<file path="config.mk">
export PLATFORM = sky130hd
export DESIGN_NAME = atm_pin_verifier_flat
export DESIGN_NICKNAME = d
export VERILOG_FILES = /design/src/rtl/atm_pin_verifier_if.sv /design/src/rtl/atm_pin_verifier.sv /design/src/flat_wrapper.sv
export SDC_FILE = /design/constraint.sdc
export NUM_CORES = 1
export LEC_CHECK = 0
export BUFFER_PORTS_ARGS = -buffer_cell sky130_fd_sc_hd__buf_2
export CAP_MARGIN = 15
export CELL_PAD_IN_SITES_DETAIL_PLACEMENT = 0
export CELL_PAD_IN_SITES_GLOBAL_PLACEMENT = 1
export CORE_ASPECT_RATIO = 0.5
export CORE_UTILIZATION = 44
export CTS_BUF_LIST = sky130_fd_sc_hd__clkbuf_4
export CTS_CLUSTER_DIAMETER = 30
export DETAILED_ROUTE_END_ITERATION = 8
export PLACE_DENSITY_LB_ADDON = 0.25
export RECOVER_POWER = 50
export REMOVE_ABC_BUFFERS = 1
export SLEW_MARGIN = 10
export SYNTH_ARGS = -nofsm -noshare
export SYNTH_HDL_FRONTEND = slang
export SYNTH_SLANG_ARGS = --single-unit
</file>
<file path="constraint.sdc">
create_clock -name clk -period 3.05 [get_ports clk]
set_input_delay 0.1525 -clock clk [delete_from_list [all_inputs] [get_ports clk]]
set_output_delay 0.1525 -clock clk [all_outputs]
set_load 0.05 [all_outputs]
</file>
<file path="src/rtl/atm_pin_verifier_if.sv">
// Keypad/card-side signal bundle between the PIN verifier and its environment.
// The master side drives the card and keypad inputs; the verifier is the slave.
interface atm_pin_verifier_if #(
    parameter int PIN_DIGITS = 4
);
    localparam int CNT_W = $clog2(PIN_DIGITS + 1);

    logic                    cardIn;
    logic                    digitValid;
    logic [3:0]              digit;
    logic                    clearKey;
    logic                    enterKey;
    logic [4*PIN_DIGITS-1:0] storedPin;
    logic                    correctPassword;
    logic                    pinOk;
    logic                    pinFail;
    logic                    cardRetain;
    logic                    timeoutEject;
    logic [CNT_W-1:0]        digitCount;
    logic [2:0]              triesLeft;

    modport master (
        output cardIn, digitValid, digit, clearKey, enterKey, storedPin,
        input  correctPassword, pinOk, pinFail, cardRetain, timeoutEject,
               digitCount, triesLeft
    );

    modport slave (
        input  cardIn, digitValid, digit, clearKey, enterKey, storedPin,
        output correctPassword, pinOk, pinFail, cardRetain, timeoutEject,
               digitCount, triesLeft
    );
endinterface

</file>
<file path="src/rtl/atm_pin_verifier.sv">
// PIN collection and authentication ahead of the ATM transaction controller:
// digit buffering, compare against the card PIN, retry limit and inactivity abort.
module atm_pin_verifier #(
    parameter int PIN_DIGITS     = 4,
    parameter int MAX_TRIES      = 3,
    parameter int TIMEOUT_CYCLES = 1000
) (
    input  logic                  clk,
    input  logic                  reset,
    atm_pin_verifier_if.slave     bus
);
    localparam int CNT_W  = $clog2(PIN_DIGITS + 1);
    localparam int BUF_W  = 4 * PIN_DIGITS;
    localparam int IDLE_W = $clog2(TIMEOUT_CYCLES);

    localparam logic [CNT_W-1:0]  CNT_FULL   = CNT_W'(PIN_DIGITS);
    localparam logic [CNT_W-1:0]  CNT_ONE    = CNT_W'(1);
    localparam logic [2:0]        TRIES_INIT = 3'(MAX_TRIES);
    localparam logic [IDLE_W-1:0] IDLE_LAST  = IDLE_W'(TIMEOUT_CYCLES - 1);
    localparam logic [IDLE_W-1:0] IDLE_ONE   = IDLE_W'(1);

    typedef enum logic [2:0] {
        S_IDLE,
        S_COLLECT,
        S_CHECK,
        S_GRANTED,
        S_LOCKED
    } state_t;

    state_t            state_q, state_nx;
    logic [BUF_W-1:0]  pin_buf_q, pin_buf_nx;
    logic [CNT_W-1:0]  cnt_q, cnt_nx;
    logic [2:0]        tries_q, tries_nx;
    logic [IDLE_W-1:0] idle_q, idle_nx;
    logic              ok_q, ok_nx;
    logic              fail_q, fail_nx;
    logic              tout_q, tout_nx;

    always_comb begin
        state_nx   = state_q;
        pin_buf_nx = pin_buf_q;
        cnt_nx     = cnt_q;
        tries_nx   = tries_q;
        idle_nx    = idle_q;
        ok_nx      = 1'b0;
        fail_nx    = 1'b0;
        tout_nx    = 1'b0;

        // Leaving for IDLE restores the idle values on the same edge, so a
        // pulled card never leaves a stale digit count or retry count behind.
        if (state_q == S_IDLE ||
            (!bus.cardIn && state_q inside {S_COLLECT, S_CHECK, S_GRANTED})) begin
            state_nx   = (state_q == S_IDLE && bus.cardIn) ? S_COLLECT : S_IDLE;
            pin_buf_nx = '0;
            cnt_nx     = '0;
            tries_nx   = TRIES_INIT;
            idle_nx    = '0;
        end else begin
            case (state_q)
                S_COLLECT: begin
                    if (bus.clearKey) begin
                        pin_buf_nx = '0;
                        cnt_nx     = '0;
                        idle_nx    = '0;
                    end else if (bus.enterKey && cnt_q == CNT_FULL) begin
                        state_nx = S_CHECK;
                        idle_nx  = '0;
                    end else if (bus.digitValid && bus.digit <= 4'd9 && cnt_q < CNT_FULL) begin
                        pin_buf_nx = (pin_buf_q << 4) | {{(BUF_W-4){1'b0}}, bus.digit};
                        cnt_nx     = cnt_q + CNT_ONE;
                        idle_nx    = '0;
                    end else if (idle_q == IDLE_LAST) begin
                        tout_nx    = 1'b1;
                        state_nx   = S_IDLE;
                        pin_buf_nx = '0;
                        cnt_nx     = '0;
                        tries_nx   = TRIES_INIT;
                        idle_nx    = '0;
                    end else begin
                        idle_nx = idle_q + IDLE_ONE;
                    end
                end
                S_CHECK: begin
                    if (pin_buf_q == bus.storedPin) begin
                        state_nx = S_GRANTED;
                        ok_nx    = 1'b1;
                    end else if (tries_q > 3'd1) begin
                        state_nx   = S_COLLECT;
                        tries_nx   = tries_q - 3'd1;
                        pin_buf_nx = '0;
                        cnt_nx     = '0;
                        idle_nx    = '0;
                        fail_nx    = 1'b1;
                    end else begin
                        state_nx = S_LOCKED;
                        tries_nx = 3'd0;
                    end
                end
                default: ;
            endcase
        end
    end

    always_ff @(posedge clk or posedge reset) begin
        if (reset) begin
            state_q <= S_IDLE;
            cnt_q   <= '0;
            tries_q <= TRIES_INIT;
            idle_q  <= '0;
            ok_q    <= 1'b0;
            fail_q  <= 1'b0;
            tout_q  <= 1'b0;
        end else begin
            state_q <= state_nx;
            cnt_q   <= cnt_nx;
            tries_q <= tries_nx;
            idle_q  <= idle_nx;
            ok_q    <= ok_nx;
            fail_q  <= fail_nx;
            tout_q  <= tout_nx;
        end
    end

    // The digit buffer is pure data: IDLE zeroes it before any COLLECT can use it.
    always_ff @(posedge clk) begin
        pin_buf_q <= pin_buf_nx;
    end

    assign bus.correctPassword = (state_q == S_GRANTED);
    assign bus.cardRetain      = (state_q == S_LOCKED);
    assign bus.pinOk           = ok_q;
    assign bus.pinFail         = fail_q;
    assign bus.timeoutEject    = tout_q;
    assign bus.digitCount      = cnt_q;
    assign bus.triesLeft       = tries_q;
endmodule
</file>
<file path="src/flat_wrapper.sv">
// flat-port wrapper written by rule: the top's interface ports become plain ports
module atm_pin_verifier_flat 
#(
    parameter int PIN_DIGITS     = 4,
    parameter int MAX_TRIES      = 3,
    parameter int TIMEOUT_CYCLES = 1000
)
  (clk, reset, bus_cardIn, bus_digitValid, bus_digit, bus_clearKey, bus_enterKey, bus_storedPin, bus_correctPassword, bus_pinOk, bus_pinFail, bus_cardRetain, bus_timeoutEject, bus_digitCount, bus_triesLeft);
  atm_pin_verifier_if #(.PIN_DIGITS(PIN_DIGITS)) bus_i ();
  input  logic clk;
  input  logic reset;
  input wire logic [$bits(bus_i.cardIn)-1:0] bus_cardIn;
  input wire logic [$bits(bus_i.digitValid)-1:0] bus_digitValid;
  input wire logic [$bits(bus_i.digit)-1:0] bus_digit;
  input wire logic [$bits(bus_i.clearKey)-1:0] bus_clearKey;
  input wire logic [$bits(bus_i.enterKey)-1:0] bus_enterKey;
  input wire logic [$bits(bus_i.storedPin)-1:0] bus_storedPin;
  output wire logic [$bits(bus_i.correctPassword)-1:0] bus_correctPassword;
  output wire logic [$bits(bus_i.pinOk)-1:0] bus_pinOk;
  output wire logic [$bits(bus_i.pinFail)-1:0] bus_pinFail;
  output wire logic [$bits(bus_i.cardRetain)-1:0] bus_cardRetain;
  output wire logic [$bits(bus_i.timeoutEject)-1:0] bus_timeoutEject;
  output wire logic [$bits(bus_i.digitCount)-1:0] bus_digitCount;
  output wire logic [$bits(bus_i.triesLeft)-1:0] bus_triesLeft;
  assign bus_i.cardIn = bus_cardIn;
  assign bus_i.digitValid = bus_digitValid;
  assign bus_i.digit = bus_digit;
  assign bus_i.clearKey = bus_clearKey;
  assign bus_i.enterKey = bus_enterKey;
  assign bus_i.storedPin = bus_storedPin;
  assign bus_correctPassword = bus_i.correctPassword;
  assign bus_pinOk = bus_i.pinOk;
  assign bus_pinFail = bus_i.pinFail;
  assign bus_cardRetain = bus_i.cardRetain;
  assign bus_timeoutEject = bus_i.timeoutEject;
  assign bus_digitCount = bus_i.digitCount;
  assign bus_triesLeft = bus_i.triesLeft;
  atm_pin_verifier #(.PIN_DIGITS(PIN_DIGITS), .MAX_TRIES(MAX_TRIES), .TIMEOUT_CYCLES(TIMEOUT_CYCLES)) u_core (.clk(clk), .reset(reset), .bus(bus_i));
endmodule
</file>
======== Yosys cells after proc, flatten, opt, wreduce, memory -nomap -nowiden ========
Index checks and enable logic that the tools add are counted.
storage, ports and cells
  memory bits (read-only) ................. 0
  bits of input ports ..................... 26
  latch bits .............................. 0
  output and inout bits ................... 11
  memory bits (writable) .................. 0
  flip-flop bits (word level) ............. 38
  memories kept ........................... 0
operators by class
  add/sub/neg operators ................... 3
  bitwise operators ....................... 1
  divide/modulo/power cells ............... 0
  $mul .................................... 0
  magnitude comparators ................... 3
  shifts and indexed selects .............. 0
  multiplexer cells ....................... 52
  reductions and logical operators ........ 16
  equal/unequal tests ..................... 21
operators by type and width
  cell                                                    count
  2-to-1 mux 16 bit                                       6
  2-to-1 mux 10 bit                                       7
  2-to-1 mux 3 bit                                        20
  one-hot mux 16 bit (2 select lines)                     1
  != test 3 bit (second input constant)                   7
  one-hot mux 10 bit (2 select lines)                     1
  one-hot mux 3 bit (2 select lines)                      3
  == test 16 bit                                          1
  != test 4 bit (second input constant)                   4
  OR 16 x 4 -> 16 bit                                     1
  2-to-1 mux 1 bit                                        14
  adder 10 x 1 -> 10 bit (second input constant)          1
  == test 10 bit (second input constant)                  1
  AND reduction 5 bit                                     2
  == test 3 x 2 -> 1 bit (second input constant)          2
  == test 3 bit (second input constant)                   2
  AND reduction 6 bit                                     1
  nonzero test 3 bit                                      2
  logical AND 1 bit                                       5
  != test 5 bit (second input constant)                   1
  less-or-equal comparator 4 bit (second input constant)  1
  != test 2 bit (second input constant)                   2
  AND reduction 4 bit                                     1
  adder 3 x 1 -> 3 bit (second input constant)            1
  other kinds (9)                                         9

======== Depth between registers and ports, before layout ========
Gate-level depths: netlist of run 1.
  depth in word-level cells ............... 8
  depth in mapped cells ................... 10
  gate-level depth less buffers ........... 8

======== Least setup slack after synthesis of run 1 ========
OpenSTA, ideal clock, no wires.
  path kind ............................... reg-to-reg
  start point ............................. register u_core.tries_q[1] (netlist: u_core.bus.triesLeft[1])
  end point ............................... register u_core.pin_buf_q[4]
  arrival ................................. 2162 ps
  required time ........................... 2933 ps
  path buffers ............................ 2
  setup time .............................. 117 ps
  slack ................................... 771 ps
  stages on the path, launching flop included .. 11
  cell sequence ........................... dfstp_2 inv_1 ha_1 o21ba_2 nor2_1 nand2_1 o31ai_1 a211o_1 buf_6 buf_6 a22o_1
between the ends
  cells in the longest elaborated chain, start to end .. 3
RTL lines
  element                                 RTL line                 source
  from (decl)                             atm_pin_verifier.sv:33   logic [2:0] tries_q, tries_nx;
  from (signal assigned)                  atm_pin_verifier.sv:116  tries_q <= tries_nx;
  greater-than comparator 3 x 1 -> 1 bit  atm_pin_verifier.sv:87   end else if (tries_q > 3'd1) begin
  != test 2 bit (no source line)          -
  AND reduction 5 bit (no source line)    -
  to (signal assigned)                    atm_pin_verifier.sv:126  pin_buf_q <= pin_buf_nx;
  to (decl)                               atm_pin_verifier.sv:31   logic [BUF_W-1:0] pin_buf_q, pin_buf_nx;
No other way between the ends.
A chain may end at the register's enable or synchronous reset.

======== Worst setup path after layout of run 1 ========
  start point ............................. register u_core.idle_q[0]
  end point ............................... register u_core.pin_buf_q[5]
between the ends
  cells in the longest elaborated chain, start to end .. 3
RTL lines
  element                               RTL line                 source
  from (decl)                           atm_pin_verifier.sv:34   logic [IDLE_W-1:0] idle_q, idle_nx;
  from (signal assigned)                atm_pin_verifier.sv:117  idle_q <= idle_nx;
  == test 10 bit                        atm_pin_verifier.sv:72   end else if (idle_q == IDLE_LAST) begin
  != test 4 bit (no source line)        -
  AND reduction 5 bit (no source line)  -
No other way between the ends.

==> summary.txt, run 1 <==
final setup fails - 0
synthesized flop and latch total - 38
CTS buffer count - 5
Total GRT Usage - 18.3%
layout filler cell count - 383
Hold WS - -0.0209 ns
Crit. End Element - flip-flop
Switching Fraction - 28.7%
Vias/cell - 5.40
Multi-input gate area - 1010 um2
reg2reg setup slack - 0.65 ns
layout cells sized above 1 - 20.8%
clock power share - 28.4%
largest cells by area after synthesis - dfrtp_1, dfxtp_1, a22o_1
asr flop ratio synth - 57.9%
power per standard cell area - 402 nW/um2
WL/cell - 13.6 um
Final nets - 266
Worst Setup EP - u_core.pin_buf_q[5]
DR vias - 1,567
Clock Latency Late Sink - 0.34 ns
Arrival @ worst endpoint - 2.64 ns
Top Ports - 37
Max VDD drop - 0.000203 V
Post-synth EDFFs - 0
Yosys cell types - 41
Tightest Hold Check Type - input port to async pin
reg2reg path depth - 7
Final Skew - 0.00783 ns
Leak - 1.06 nW
critical path class - flip-flop to flip-flop
CTS H-tree depth - 2
Clock Sinks - 38
hold buffer count at CTS - 0
Ys Warns - 0
Slew Limit Fails - 0
failing checks - negative hold slack
Die Width - 96.2 um
Die Ht - 49.1 um
most frequent cells in the layout - buf_2, dfrtp_1, a22o_1, xor2_1, dfxtp_1
Pre-antenna DRT Iters - 4
Yosys top cell by area - dfrtp_1
reg2reg start - u_core.idle_q[0]
Req. time, crit path - 3.29 ns
Post-Syn Area - 1950 um2
CORE AREA - 4080 um2
Clock transition at path regs - 0.12 ns
IO buf count - 36
Post-Synthesis Cells - 194
Yosys top cell area share - 25.6%
clk buf depth - 2
Final ANT Viol Nets - 0
Startpoint Class - flip-flop
DP HPWL - 2.90 mm
Syn Area/Cell - 10.1 um2
Slew Limit Headroom - 41.8%
Tcrit/Tclk final - 78.7%
Max FO, Critical Path - 19
R2R Path End - u_core.pin_buf_q[5]
post-CTS setup buffer count - 0
CTS tree - yes
max-cap viol count - 0
fin crit period - 2.40 ns
Seq pwr share - 58.1%
GPL Wtd Cong - 0.757
most common cell after layout, fill and taps aside - buf_2
Layout area overhead - 14.2%
internal power - 0.639 mW
Pwr Total - 0.896 mW
Cell Rows - 16
final hold viol count - 20
fmax - 417 MHz
largest net degree at the start of global routing - 23
first-pass GRT wire length - 6.65 mm
number of global-route vias before repair - 1,472
switching power - 0.257 mW
Logic pwr share - 13.5%
initial antenna violation count - 0
Finished Core Util - 54.6%
Seq/Total Area, Yosys - 44.7%
initial DRC count - 77
GRT Residual Overflow - 0
Post-CTS Resized - 0
DRC viols - 0
final WL - 3.95 mm
RSZ-0062 raised after global routing - no
status - finished with violations
# diodes - 0
setup TNS - 0 ns
Worst Max-Slew Pin Slew - 0.871 ns
sequential cell area - 873 um2
CP startpoint - u_core.idle_q[0]
root buffer cell - clkbuf_4
die area - 4730 um2
top_reg_cell synth - dfrtp_1
Initial Util - 47.8%
[per-layer routing]
layer / routed length [um] / up-vias / track usage (%)
li1: - / 795 / -
met1: 1950 / 730 / 24.4
met2: 1780 / 40 / 30.0
met3: 208 / 2 / 4.67
met4: 15 / 0 / 3.73
met5: 0 / - / 0
[worst max-delay path, cell delays in order, from the launching register on]
cell and delay, ns:
dfrtp_1 0.41, ha_1 0.24, nand4_1 0.10, or4_1 0.57, nand2_4 0.13, nor2_2 0.04
a211o_1 0.49, a22o_1 0.33
[per-stage QoR]
| stage | area (um2) | std cells | setup WS, ns | hold slack, ns |
|---|---|---|---|---|
| floorplan | 1920 | 189 | 0.622 | 0.140 |
| global placement | 2190 | 282 | 0.769 | 0.365 |
| detailed placement | 2190 | 282 | 0.725 | 0.374 |
| CTS | 2250 | 290 | 0.705 | 0.00281 |
| global route | 2230 | 290 | 0.480 | 0.00677 |
| finish | 2230 | 290 | 0.650 | -0.0209 |
[state kept, by name, summed over array words and instances, names as in the netlist]
name                     count
u_core.state_q               3
u_core.idle_q               10
u_core.bus.triesLeft         3
u_core.bus.pinFail           1
u_core.bus.digitCount        3
u_core.bus.timeoutEject      1
u_core.bus.pinOk             1
u_core.pin_buf_q            16
[worst min path at each step]
stage / startpoint / endpoint
6_report: reset / u_core.bus.digitCount[2]
5_1_grt: bus_digit[2] / u_core.pin_buf_q[2]
4_1_cts: reset / u_core.bus.digitCount[2]
3_5_place_dp: bus_digit[0] / u_core.pin_buf_q[0]
3_3_place_gp: bus_digit[0] / u_core.pin_buf_q[0]
2_1_floorplan: reset / u_core.bus.digitCount[0]
[cells by family after synthesis]
logic type	Yosys count	share of synthesized area, %
fa+ha+maj	5	3.20
mux	10	5.32
simple gates	62	17.6
flops	38	44.7
compound gates	47	18.1
xor+xnor	16	7.17
buf+inv	16	3.91
[Yosys cell counts (6+ instances only)]
library cell	instances
a21oi_1	11
xor2_1	16
and3_1	6
nand2_1	12
nand3_1	11
dfrtp_1	20
inv_1	11
nor2_1	6
mux2i_1	7
dfxtp_1	16
a22o_1	17
[power by group through the flow]
stage	combinational [mW]	clock, mW	sequential (mW)
global placement	0.121	0	0.530
finish	0.121	0.254	0.521
floorplan	0.0727	0	0.537
detailed placement	0.123	0	0.531
CTS	0.124	0.263	0.521
global route	0.136	0.289	0.523
[final cells by class]
cell class / count / area share (%)
well taps: 54 / 3.03
multi-input cells: 140 / 45.1
flip-flops and latches: 38 / 39.1
clock inverters: 3 / 0.673
clock buffers: 5 / 1.68
repair buffers: 39 / 8.52
inverters: 11 / 1.85
Power figures use the tool's default switching activity.
==> inputs of run 2 (changes only) <==
==> constraint.sdc (replaced) <==
create_clock -name clk -period 2.3 [get_ports clk]
set_input_delay 0.115 -clock clk [delete_from_list [all_inputs] [get_ports clk]]
set_output_delay 0.115 -clock clk [all_outputs]
set_load 0.05 [all_outputs]
==> run 2 against run 1 <==
Effect of this change: the flow now finishes without violations; routed wire length rose by 5.1%; worst hold slack better by 0.18 ns; final area rose by 5.7%; global-route usage rose by 1.3 points; first-iteration DRC count grew 6.5%; clock skew is 0.013 ns higher; non-clock buffer count grew 9; setup slack got worse by 0.52 ns; critical path type unchanged; combinational power grew 48%; critical endpoint is now u_core.pin_buf_q[11]; fmax grew 11%; final cell count grew 3.1%.
==> summary.txt, run 2 (synthesis results as in run 1) <==
DRC viols - 0
GPL Wtd Cong - 0.745
Max VDD drop - 0.000240 V
final worst slack - 0.132 ns
critical path class - flip-flop to flip-flop
fmax - 461 MHz
RSZ-0062 raised after global routing - no
Pwr Total - 1.33 mW
final hold viol count - 0
Max FO, Critical Path - 19
max-cap viol count - 0
Top Registers - u_core.pin_buf_q: 16 flops, u_core.idle_q: 10 flops
reg2reg path depth - 8
first-pass GRT wire length - 7.01 mm
layout cells sized above 1 - 22.4%
Vias/cell - 5.42
Worst Max-Slew Pin Slew - 0.864 ns
switching power - 0.342 mW
Pre-antenna DRT Iters - 4
WL/cell - 13.9 um
Clock transition at path regs - 0.11 ns
Final Skew - 0.0205 ns
CP max stage cell - or4_4
Crit. End Element - flip-flop
CORE AREA - 4080 um2
clk buf depth - 2
CTS H-tree depth - 2
placed cell count - 286
Initial Util - 47.8%
Multi-input gate area - 1010 um2
DP HPWL - 3.10 mm
Leak - 1.12 nW
Layout area overhead - 20.8%
clock power share - 34.4%
Top Ports - 37
final setup fails - 0
Final nets - 275
setup TNS - 0 ns
largest net degree at the start of global routing - 23
die area - 4730 um2
DR vias - 1,621
layout filler cell count - 371
Tcrit/Tclk final - 94.3%
most common cell after layout, fill and taps aside - buf_2
hold depth - 4
fin crit period - 2.17 ns
Clock Latency Late Sink - 0.35 ns
Clock Sinks - 38
Total GRT Usage - 19.6%
final WL - 4.15 mm
CTS buffer count - 5
CP Cell Sequence - ha_1, nand4_1, or4_4, nand2_4, nor2_2, a211o_1, buf_12, a22o_1
most frequent cells in the layout - buf_2, dfrtp_1, a22o_1, xor2_1, dfxtp_1
post-CTS setup buffer count - 0
Finished Layout Cells - 299
number of global-route vias before repair - 1,524
Slew Limit Fails - 0
Seq pwr share - 52.1%
Arrival @ worst endpoint - 2.41 ns
Req. time, crit path - 2.54 ns
Most flops, register - u_core.pin_buf_q
Die Width - 96.2 um
Final ANT Viol Nets - 0
Die Ht - 49.1 um
max FFs per register - 16
root buffer cell - clkbuf_4
Cell Rows - 16
status - completed
Tightest Hold Check Type - input port to flip-flop
IO buf count - 36
internal power - 0.985 mW
# diodes - 0
Critical Path Max Stage Delay - 0.52 ns
sequential cell area - 873 um2
Switching Fraction - 25.8%
initial antenna violation count - 0
initial DRC count - 82
power per standard cell area - 563 nW/um2
Startpoint Class - flip-flop
GRT Residual Overflow - 0
Logic pwr share - 13.5%
Slew Limit Headroom - 42.4%
Setup WS pre-CTS - 0.157 ns
CTS tree - yes
run 2: changes by cell type in the layout (fill, tap and decap cells not counted), sizes merged:
cell / delta
clkbuf: +1
inv: -1
buf: +4
bufinv: +1
dlygate4sd3: +5
clkinv: -1
run 2: power by group through the flow:
stage / sequential [mW] / combinational [mW] / clock (mW)
2_1_floorplan: 0.713 / 0.0964 / 0
3_3_place_gp: 0.704 / 0.171 / 0
3_5_place_dp: 0.705 / 0.173 / 0
4_1_cts: 0.691 / 0.181 / 0.467
5_1_grt: 0.694 / 0.199 / 0.502
6_report: 0.692 / 0.179 / 0.456
run 2: critical path, delay by kind of cell, from the launching register on:
kind	cells	cell delay, ns
buf+inv	1	0.17
simple gates	4	0.77
fa+ha+maj	1	0.18
compound gates	2	0.54
flops	1	0.40
run 2: timing repair:
action / CTS / global route
hold buffers: 5 / 0
endpoints found under the hold margin: 24 / 0
gates resized for setup: 0 / 1
setup endpoints to repair: 0 / 8
run 2: routing by layer:
metal,wire length (um),global-route usage [%],vias up
met3,197,6.07,4
met1,2020,26.3,759
li1,-,-,818
met2,1890,31.1,40
met5,0,0,-
met4,38,4.48,0
run 2: layout make-up:
type / count / share of cell area (%)
Tap cell: 54 / 2.86
Timing Repair Buffer: 48 / 12.0
Sequential cell: 38 / 37.0
Clock inverter: 2 / 1.43
Multi-Input combinational cell: 140 / 43.0
Clock buffer: 6 / 1.91
Inverter: 11 / 1.75
run 2: metrics by stage:
stage	utilization [%]	hold slack, ns	area, um2
4_1_cts	57.9	0.153	2370
6_report	57.8	0.164	2360
5_1_grt	57.8	0.175	2360
3_5_place_dp	54.8	0.333	2240
2_1_floorplan	-	0.103	1920
3_3_place_gp	54.8	0.328	2240
run 2: final timing paths:
check	start	to	slack, ns
worst max-delay path	u_core.idle_q[0]	u_core.pin_buf_q[11]	0.13
worst min-delay path	bus_clearKey	u_core.bus.timeoutEject	0.16
worst max register to register	u_core.idle_q[0]	u_core.pin_buf_q[11]	0.13
worst min register to register	u_core.idle_q[9]	u_core.idle_q[9]	0.52
max in group asynchronous	reset	u_core.state_q[0]	1.28
min in group asynchronous	reset	u_core.idle_q[9]	0.47
==> inputs of run 3 (changes only) <==
--- a/config.mk
+++ b/config.mk
@@ -10,7 +10,7 @@
 export CELL_PAD_IN_SITES_DETAIL_PLACEMENT = 0
 export CELL_PAD_IN_SITES_GLOBAL_PLACEMENT = 1
 export CORE_ASPECT_RATIO = 0.5
-export CORE_UTILIZATION = 44
+export CORE_UTILIZATION = 47
 export CTS_BUF_LIST = sky130_fd_sc_hd__clkbuf_4
 export CTS_CLUSTER_DIAMETER = 30
 export DETAILED_ROUTE_END_ITERATION = 8
==> constraint.sdc (replaced) <==
create_clock -name clk -period 2.6 [get_ports clk]
set_input_delay 0.13 -clock clk [delete_from_list [all_inputs] [get_ports clk]]
set_output_delay 0.13 -clock clk [all_outputs]
set_load 0.05 [all_outputs]
==> run 3 against run 2 <==
Effect of this change: critical path depth down 1; worst hold slack worse by 0.15 ns; global-route usage down 1.3 points; clock skew down 0.011 ns; non-clock buffer count down 4.
==> summary.txt, run 3 (synthesis results as in run 1) <==
Total GRT Usage - 18.3%
WL met1 - 1.95 mm
IO buf count - 36
clk buf depth - 2
Startpoint Class - flip-flop
layout cells sized above 1 - 21.2%
Cell Rows - 16
CTS buffer count - 5
Layout area overhead - 16.6%
hold buffer count at CTS - 2
CORE AREA - 3940 um2
Max VDD drop - 0.000235 V
Slew Limit Fails - 0
Post-CTS Resized - 0
critical path class - flip-flop to flip-flop
RSZ-0062 raised after global routing - no
Slew Limit Headroom - 44.6%
Arrival @ worst endpoint - 2.58 ns
# diodes - 0
GPL Wtd Cong - 0.780
WL/cell - 13.2 um
top routing layer in use - met4
Die Width - 93.2 um
Finished Layout Cells - 295
fmax - 427 MHz
Hold WS - 0.0159 ns
Clock Sinks - 38
placed cell count - 284
DP HPWL - 2.87 mm
Max FO, Critical Path - 19
Tightest Hold Check Type - input port to flip-flop
routed length on met3 - 190 um
Pre-antenna DRT Iters - 4
root buffer cell - clkbuf_4
Final Skew - 0.00994 ns
post-CTS setup buffer count - 0
CTS tree - yes
Vias/cell - 5.40
fin crit period - 2.34 ns
Top Registers - u_core.pin_buf_q: 16 flops, u_core.idle_q: 10 flops
final hold viol count - 0
Worst Max-Slew Pin Slew - 0.831 ns
Initial Util - 49.5%
final WL - 3.88 mm
max FFs per register - 16
Clock transition at path regs - 0.12 ns
max-cap viol count - 0
Multi-input gate area - 1010 um2
initial DRC count - 98
sequential cell area - 873 um2
met2 routed WL - 1.70 mm
largest net degree at the start of global routing - 23
Top Ports - 37
Clock Latency Late Sink - 0.35 ns
DRC viols - 0
initial antenna violation count - 0
number of global-route vias before repair - 1,322
final setup fails - 0
Req. time, crit path - 2.84 ns
DR vias - 1,592
Crit. End Element - flip-flop
Pwr Total - 1.06 mW
Most flops, register - u_core.pin_buf_q
Leak - 1.08 nW
CTS H-tree depth - 2
Final ANT Viol Nets - 0
Die Ht - 47.6 um
GRT Residual Overflow - 0
power per standard cell area - 463 nW/um2
Final nets - 271
most frequent cells in the layout - buf_2, dfrtp_1, a22o_1, xor2_1, dfxtp_1
setup TNS - 0 ns
status - completed
die area - 4430 um2
Tcrit/Tclk final - 90.0%
layout filler cell count - 369
first-pass GRT wire length - 6.02 mm
most common cell after layout, fill and taps aside - buf_2
run 3: cell types whose count changed in the layout (fill, tap and decap cells not counted):
cell	change
buf_12	-1
buf_4	-2
bufinv_16	-1
clkbuf_1	+1
clkbuf_4	-1
clkinv_2	+1
clkinvlp_4	+1
dlygate4sd3_1	-2
nor3b_1	+1
nor3b_2	-1
run 3: critical path: stages (launching register included):
cell and delay [ns]:
dfrtp_1 0.41, ha_1 0.24, nand4_1 0.11, or4_4 0.52, nand2_4 0.11, nor2_2 0.04
a211o_1 0.49, a22o_1 0.32
run 3: final cells by class:
class,count,area share [%]
Clock buffer,5,1.65
Clock inverter,3,0.714
Inverter,11,1.81
Multi-Input combinational cell,140,44.3
Sequential cell,38,38.4
Tap cell,54,2.97
Timing Repair Buffer,44,10.2
run 3: per-layer routing:
layer | track usage, % | up-vias
met5 | 0 | -
met3 | 4.76 | 6
met4 | 6.46 | 0
met1 | 25.4 | 752
met2 | 28.4 | 31
li1 | - | 803
run 3: worst paths after layout:
kind                                        from             endpoint  slack [ns]  cells after the start
max in group asynchronous                  reset    u_core.state_q[1]        1.61                      3
worst max-delay path            u_core.idle_q[0]  u_core.pin_buf_q[9]        0.26                      7
worst min register to register  u_core.idle_q[9]     u_core.idle_q[9]        0.50                      1
worst min-delay path                bus_digit[2]  u_core.pin_buf_q[2]        0.02                      2
min in group asynchronous                  reset     u_core.idle_q[9]        0.48                      3
worst max register to register  u_core.idle_q[0]  u_core.pin_buf_q[9]        0.26                      7
run 3: power by group:
part	leakage, nW	internal (mW)	switching (mW)	total, mW
clock	0.0286	0.101	0.196	0.297
combinational	0.621	0.0546	0.0926	0.147
sequential	0.427	0.597	0.0137	0.611
total	1.08	0.752	0.303	1.06
run 3: stage by stage:
stage | utilization, % | setup WS, ns | area [um2]
2_1_floorplan | - | 0.172 | 1920
3_3_place_gp | 56.0 | 0.326 | 2210
3_5_place_dp | 56.0 | 0.274 | 2210
4_1_cts | 57.9 | 0.251 | 2280
5_1_grt | 57.7 | 0.114 | 2280
6_report | 57.7 | 0.260 | 2280
